$ cat config.mk
export PLATFORM = sky130hd
export DESIGN_NAME = inv_shift_rows_buf_flat
export DESIGN_NICKNAME = d
export VERILOG_FILES = /design/src/rtl/inv_shift_rows_buf_if.sv /design/src/rtl/inv_shift_rows_buf.sv /design/src/flat_wrapper.sv
export SDC_FILE = /design/constraint.sdc
export NUM_CORES = 1
export LEC_CHECK = 0
export ABC_AREA = 0
export CORE_MARGIN = 2
export CORE_UTILIZATION = 50
export CTS_BUF_LIST = sky130_fd_sc_hd__clkbuf_8
export DETAILED_ROUTE_END_ITERATION = 7
export GPL_TIMING_DRIVEN = 0
export MAX_ROUTING_LAYER = met4
export PLACE_DENSITY = 0.82
export SLEW_MARGIN = 20
export SYNTH_ARGS = -nofsm -noshare
export SYNTH_HDL_FRONTEND = slang
export SYNTH_SLANG_ARGS = --single-unit
$ cat constraint.sdc
create_clock -name clk -period 8.9 [get_ports clk]
set_input_delay 1.78 -clock clk [delete_from_list [all_inputs] [get_ports clk]]
set_output_delay 1.78 -clock clk [all_outputs]
set_load 0.03 [all_outputs]
$ cat src/rtl/inv_shift_rows_buf_if.sv
// Purpose: valid/ready bundle carrying AES states into and out of the InvShiftRows stage.
// Latency: none; this is wiring only.
// Backpressure: in_ready / out_ready are the two flow-control returns.
interface inv_shift_rows_buf_if #(
  parameter int DW = 128
);
  logic          in_valid;
  logic          in_ready;
  logic [0:DW-1] Data;
  logic          out_valid;
  logic          out_ready;
  logic [0:DW-1] Shifted_Data;

  // Upstream/downstream agent: drives the input state and accepts output
  modport master (
    output in_valid, Data, out_ready,
    input  in_ready, out_valid, Shifted_Data
  );

  // The stage itself
  modport slave (
    input  in_valid, Data, out_ready,
    output in_ready, out_valid, Shifted_Data
  );
endinterface

$ cat src/rtl/inv_shift_rows_buf.sv
// Purpose: AES InvShiftRows (row r rotated right by r bytes) feeding a 2-entry output FIFO.
// Latency: 1 cycle from input acceptance to Shifted_Data when the buffer is empty.
// Backpressure: in_ready drops only when both entries are full; en low freezes and masks both sides.
module inv_shift_rows_buf #(
  parameter int word_size  = 8,   // only 8 is supported
  parameter int array_size = 16,  // only 16 is supported
  parameter int CNT_W      = 16
) (
  input  logic             clk,
  input  logic             rst,
  input  logic             en,
  inv_shift_rows_buf_if.slave bus,
  output logic [CNT_W-1:0] blk_count
);

  localparam int DW = word_size * array_size;

  // Byte k holds state[r][c] with k = 4*c + r; output byte k takes input
  // state[r][(c - r) mod 4].
  function automatic int src_byte(input int k);
    int r;
    int c;
    r = k % 4;
    c = k / 4;
    return 4 * ((c - r + 4) % 4) + r;
  endfunction

  logic [0:DW-1]    shifted;
  logic [0:DW-1]    mem_q [2];
  logic [0:DW-1]    mem_d [2];
  logic             wr_ptr_q, wr_ptr_d;
  logic             rd_ptr_q, rd_ptr_d;
  logic [1:0]       occ_q, occ_d;
  logic [CNT_W-1:0] cnt_q, cnt_d;
  logic             push;
  logic             pop;

  // Handshake outputs come from registered occupancy and en only, so
  // in_ready never loops back through in_valid or out_ready.
  assign bus.in_ready     = en && (occ_q != 2'd2);
  assign bus.out_valid    = en && (occ_q != 2'd0);
  assign bus.Shifted_Data = (occ_q != 2'd0) ? mem_q[rd_ptr_q] : '0;
  assign blk_count        = cnt_q;

  assign push = bus.in_valid && bus.in_ready;
  assign pop  = bus.out_valid && bus.out_ready;

  // Inverse row shift: a pure byte permutation of the incoming state
  always_comb begin
    shifted = '0;
    for (int k = 0; k < array_size; k++) begin
      shifted[k*word_size +: word_size] = bus.Data[src_byte(k)*word_size +: word_size];
    end
  end

  // Next-state for the FIFO pointers, occupancy, contents and block counter
  always_comb begin
    mem_d[0] = mem_q[0];
    mem_d[1] = mem_q[1];
    wr_ptr_d = wr_ptr_q;
    rd_ptr_d = rd_ptr_q;
    occ_d    = occ_q;
    cnt_d    = cnt_q;
    if (push) begin
      mem_d[wr_ptr_q] = shifted;
      wr_ptr_d        = ~wr_ptr_q;
    end
    if (pop) begin
      rd_ptr_d = ~rd_ptr_q;
      cnt_d    = cnt_q + CNT_W'(1);
    end
    case ({push, pop})
      2'b10:   occ_d = occ_q + 2'd1;
      2'b01:   occ_d = occ_q - 2'd1;
      default: occ_d = occ_q;
    endcase
  end

  // Control state register; reset discards any buffered states
  always_ff @(posedge clk) begin
    if (rst) begin
      wr_ptr_q <= 1'b0;
      rd_ptr_q <= 1'b0;
      occ_q    <= 2'd0;
      cnt_q    <= '0;
    end else begin
      wr_ptr_q <= wr_ptr_d;
      rd_ptr_q <= rd_ptr_d;
      occ_q    <= occ_d;
      cnt_q    <= cnt_d;
    end
  end

  // Entry storage; unreset since contents are hidden while occ is zero
  always_ff @(posedge clk) begin
    mem_q[0] <= mem_d[0];
    mem_q[1] <= mem_d[1];
  end

endmodule

$ cat src/flat_wrapper.sv
// flat-port wrapper written by rule: the top's interface ports become plain ports
module inv_shift_rows_buf_flat 
#(
  parameter int word_size  = 8,                         
  parameter int array_size = 16,                         
  parameter int CNT_W      = 16
)
  (clk, rst, en, blk_count, bus_in_valid, bus_Data, bus_out_ready, bus_in_ready, bus_out_valid, bus_Shifted_Data);
  inv_shift_rows_buf_if #(.DW(128)) bus_i ();
  input  logic clk;
  input  logic rst;
  input  logic en;
  output logic [CNT_W-1:0] blk_count;
  input wire logic [$bits(bus_i.in_valid)-1:0] bus_in_valid;
  input wire logic [$bits(bus_i.Data)-1:0] bus_Data;
  input wire logic [$bits(bus_i.out_ready)-1:0] bus_out_ready;
  output wire logic [$bits(bus_i.in_ready)-1:0] bus_in_ready;
  output wire logic [$bits(bus_i.out_valid)-1:0] bus_out_valid;
  output wire logic [$bits(bus_i.Shifted_Data)-1:0] bus_Shifted_Data;
  assign bus_i.in_valid = bus_in_valid;
  assign bus_i.Data = bus_Data;
  assign bus_i.out_ready = bus_out_ready;
  assign bus_in_ready = bus_i.in_ready;
  assign bus_out_valid = bus_i.out_valid;
  assign bus_Shifted_Data = bus_i.Shifted_Data;
  inv_shift_rows_buf #(.word_size(word_size), .array_size(array_size), .CNT_W(CNT_W)) u_core (.clk(clk), .rst(rst), .en(en), .bus(bus_i), .blk_count(blk_count));
endmodule
### Yosys cells after proc, flatten, opt, wreduce, memory -nomap -nowiden

Memory sizes are Yosys's and may differ from the RTL's. A register that Yosys moved wholly into a read port is not among the register bits.
Cells that the tools add are included.

| word-level totals | value |
|---|---|
| bits in writable memories | 256 |
| register bits after elaboration | 20 |
| output and inout bits | 146 |
| logic and storage cells | 31 |
| bits of input ports | 133 |
| memories kept | 1 |

| cells by class | value |
|---|---|
| muxes and demuxes | 8 |
| order comparisons | 2 |
| add/subtract/negate cells | 3 |
| reductions and logical operators | 7 |
| bitwise gates (word level) | 3 |
| equality and inequality tests | 3 |

Memories:

| name | depth | bits a word | rd ports | clocked after Yosys merged registers in | wr ports | RTL line | text |
|---|---|---|---|---|---|---|---|
| u_core.mem_q | 2 | 128 | 3 | 1 | 2 | inv_shift_rows_buf.sv:29 | `logic [0:DW-1] mem_q [2];` |

Operator list:

| cell | count |
|---|---|
| $bwmux 256 | 1 |
| $mux 128 | 2 |
| $mux 256 | 1 |
| $demux 128 s1 | 1 |
| $add 16x1->16 const B | 1 |
| $logic_and 1x1->1 | 5 |
| $pmux 2 s2 | 1 |
| $reduce_bool 2->1 | 2 |
| $add 2x1->2 const B | 1 |
| $eq 2x1->1 const B | 1 |
| $eq 2x2->1 const B | 1 |
| $ge 2x2->1 const B | 1 |
| $lt 2x1->1 const B | 1 |
| $mux 1 | 2 |
| $ne 2x2->1 const B | 1 |
| $not 1->1 | 2 |
| $not 1->2 | 1 |
| $sub 2x1->2 const B | 1 |

### Depth between registers and ports, before layout

| depth | value |
|---|---|
| word-level depth | 7 |
| mapped depth | 7 |
| mapped depth without buffers | 6 |

### Worst setup path after synthesis

OpenSTA, ideal clock, no wires.

| timing path | value |
|---|---|
| kind | input to register |
| from | in en |
| to | mem u_core.mem_q[0][0] in the netlist's numbering, enable pin |
| stages | 2 |
| data required time | 8283 ps |
| setup slack | 994 ps |
| buffers on the path | 0 |
| arrival | 7289 ps |
| library setup time | 617 ps |
| cell sequence | o211ai_1 > nor2_1 |

RTL lines:

| what | RTL line | text |
|---|---|---|
| from (decl) | flat_wrapper.sv:12 | `input logic en;` |
| to (decl) | inv_shift_rows_buf.sv:29 |  |

### Worst setup path in the final report

| timing path | value |
|---|---|
| from | in en |
| to | out bus_out_valid |

| between the ends | value |
|---|---|
| word-level cells in the longest chain between the ends | 1 |

RTL lines:

| what | RTL line | text |
|---|---|---|
| $logic_and 1x1->1 | inv_shift_rows_buf.sv:41 | `assign bus.out_valid = en && (occ_q != 2'd0);` |
| to (decl) | flat_wrapper.sv:18 | `output wire logic [$bits(bus_i.out_valid)-1:0] bus_out_valid;` |

Every way passes these cells.

==> reports/results.ini <==
[cts]
cts_root_buf = clkbuf_8
cts_setup_buffers = 0
clock-sinks = 277
clk_latency_ns = 0.53
holdBufCountCts = 0
cts_tree = done
ctsResizeCount = 0
numCtsBuffers = 44
ctsHtreeMaxLevel = 2
cts_buffer_depth = 3
path_clk_slew_ns = 0.06

[logic_synthesis]
synth_top_family_by_area = multiplexers
yosys-top-cells-area = edfxtp_1 73%, mux2i_1 12%, nor2_1 5.4%
yosys_warnings = 0
synth.avg_cell_area_sq_um = 16.1
synth_edf_count = 256
yosys.area_share.simple_pct = 6.96
synth_most_common_cell = edfxtp_1
synth_area_leader_cell = edfxtp_1
synth_fp_nets = 789
synth_async_sr_flop_share_pct = 0
synth_cell_types = 32
synth-compound-area-share_pct = 0.972
muxShareOfSynthArea_pct = 12.4
synth-adder-area-share_pct = 0.237
synth_ff_type = edfxtp_1
seq_area_frac_synth_pct = 76.8
synth_common_cells = 256 x edfxtp_1, 152 x nor2_1, 129 x mux2i_1
synth-seq-cells = 277
synthCells = 654
synth_top_area_share_pct = 72.8
netlist_area_sq_um = 10600
synthXorXnorAreaFrac_pct = 1.08

[layout]
n_fill_cell = 1389
final_util_pct = 70.5
antenna_cells = 0
drive_gt1_share_pct = 8.90
layout.nets = 1123
area_delta_synth_final_pct = 39.6
design_area_sq_um = 14700

[global_route]
track_usage_pct = 20.5
grt_pass1_vias = 6538
antenna_found_initial = 0
grt_pass1_wl_mm = 34.0
grt-ovfl-total = 0
grt_max_degree = 28

[floorplan]
ios = 279
rows = 53
start_util_pct = 50.5
die-area_sq_um = 22300
fp.dieW_microns = 149
core_area_sq_um = 20900
die_y_microns = 149

[power]
swShare_pct = 26.5
combPwrFrac_pct = 19.9
leakagePower_nw = 4.83
internal-power_mw = 2.31
p_sw_mw = 0.834
p_seq_share_pct = 47.6
p_per_area_nw_per_um2 = 213
irDropWorstVdd_uv = 151
clockPowerShare_pct = 32.5

[worst_setup_path]
crit_type = input port to output pin
arrival_ns = 3.21
max_stage_delay_ns = 0.70
cp_slowest_cell = clkdlybuf4s50_1
cp.required_ns = 7.12
startpoint_type = input port
crit_family = buffers and inverters
r2r_slack_ns = 6.77
critical_path.cell_chain = clkdlybuf4s50_1 > nor2b_1 > clkdlybuf4s50_1
cp_common_cell = clkdlybuf4s50_1
cp.buffers_inverters = 2
endpoint_kind = output pin
path_max_fanout = 5

[timing]
max_freq_mhz = 201
period_minus_slack_ns = 4.99
slew_headroom_pct = 45.7
rsz0062_at_grt = no
final_max_slew_viol_count = 0
tightest_slew_ns = 0.814
finalCritPeriodShare_pct = 56.0
setup_viol = 0
timing.setup.tns_ns = 0
hold_ws_ns = 0.520
fin_ws_ns = 3.91
fin_skew_ns = 0.0167
timing.final.hold_violations = 0

[drt]
met1_length_mm = 8.64
routed_wl_mm = 22.9
drt-initial-drc-count = 273
route.antenna.remaining_nets = 0
dr_wl_met2_mm = 11.7
avgRoutedWirePerCell_microns = 17.8
drc = 0
dr_wl_met3_mm = 1.67
vias = 6434
via_per_inst = 5.00
firstDrtPassIters = 5
top_layer = met4

[placement]
io_buffers = 278
gp_congestion = 0.779
dpl-instance-area_sq_um = 13900
dp_hpwl_mm = 16.0
pre_cts_ws_ns = 3.92

[status]
outcome = finished, final reports clean

[worst_hold_path]
holdCritPathClass = register to register

[job]
cap_violations = 0

layout by cell type, fill, tap and decap left out, types with 4 or more instances in the layout:
| master | count |
|---|---|
| a21oi_1 | 5 |
| buf_12 | 8 |
| buf_2 | 15 |
| clkbuf_1 | 17 |
| clkbuf_8 | 47 |
| clkdlybuf4s50_1 | 278 |
| clkinv_2 | 4 |
| dfxtp_1 | 21 |
| edfxtp_1 | 256 |
| inv_1 | 16 |
| mux2i_1 | 129 |
| nand2_1 | 5 |
| nor2_1 | 150 |
| xnor2_1 | 10 |
area by class of cell:
class	count	area, sq um	share of cell area (%)
plain buffers	32	139	0.942
clock buffers	47	647	4.39
clock inverters	22	174	1.18
inverters	6	22.5	0.153
multi-input cells	339	2300	15.6
flip-flops and latches	277	8110	55.0
well taps	275	344	2.33
repair buffers	288	3000	20.3
cells by family after synthesis:
| family | after synthesis |
|---|---|
| AO/OA/AOI/OAI | 14 |
| XOR/XNOR | 13 |
| adder cells (fa/ha/maj) | 2 |
| buffers and inverters | 38 |
| flip-flops | 277 |
| multiplexers | 131 |
| AND/OR/NAND/NOR | 179 |
sequential cells by signal, summed over array words and instances, names as in the netlist, named ones only:
signal,cells
u_core.occ_q,2
u_core.wr_ptr_q,1
u_core.blk_count,16
u_core.rd_ptr_q,1
u_core.mem_q,256
power groups by stage:
stage / combinational (mW) / clock [mW] / sequential (mW)
final: 0.625 / 1.02 / 1.50
after global placement: 0.607 / 0 / 1.54
after floorplan: 0.332 / 0 / 1.53
after detailed placement: 0.630 / 0 / 1.52
after CTS: 0.632 / 1.05 / 1.50
after global routing: 0.660 / 1.10 / 1.50
path summary, 6_finish.rpt:
kind / start / to / cells after the start
min: u_core.blk_count[12] / u_core.blk_count[12] / 2
min reg2reg: u_core.blk_count[12] / u_core.blk_count[12] / 2
max reg2reg: u_core.occ_q[0] / u_core.mem_q[0][84] / 5
max: en / bus_out_valid / 3
tightest hold or removal path, delay by kind of cell, from the launching register on:
kind | cells | cell delay [ns]
flip-flops | 1 | 0.33
AO/OA/AOI/OAI | 2 | 0.14
through the flow:
stage,std cells,power (mW)
floorplan,654,1.86
global placement,1207,2.14
detailed placement,1217,2.15
CTS,1286,3.18
global route,1286,3.26
finish,1286,3.14
routing by layer:
metal | GRT usage [%] | vias to the layer above
met5 | - | -
met4 | 9.81 | 0
met3 | 5.35 | 60
met2 | 34.3 | 230
met1 | 23.2 | 3072
li1 | - | 3072
Power figures use the tool's default switching activity.
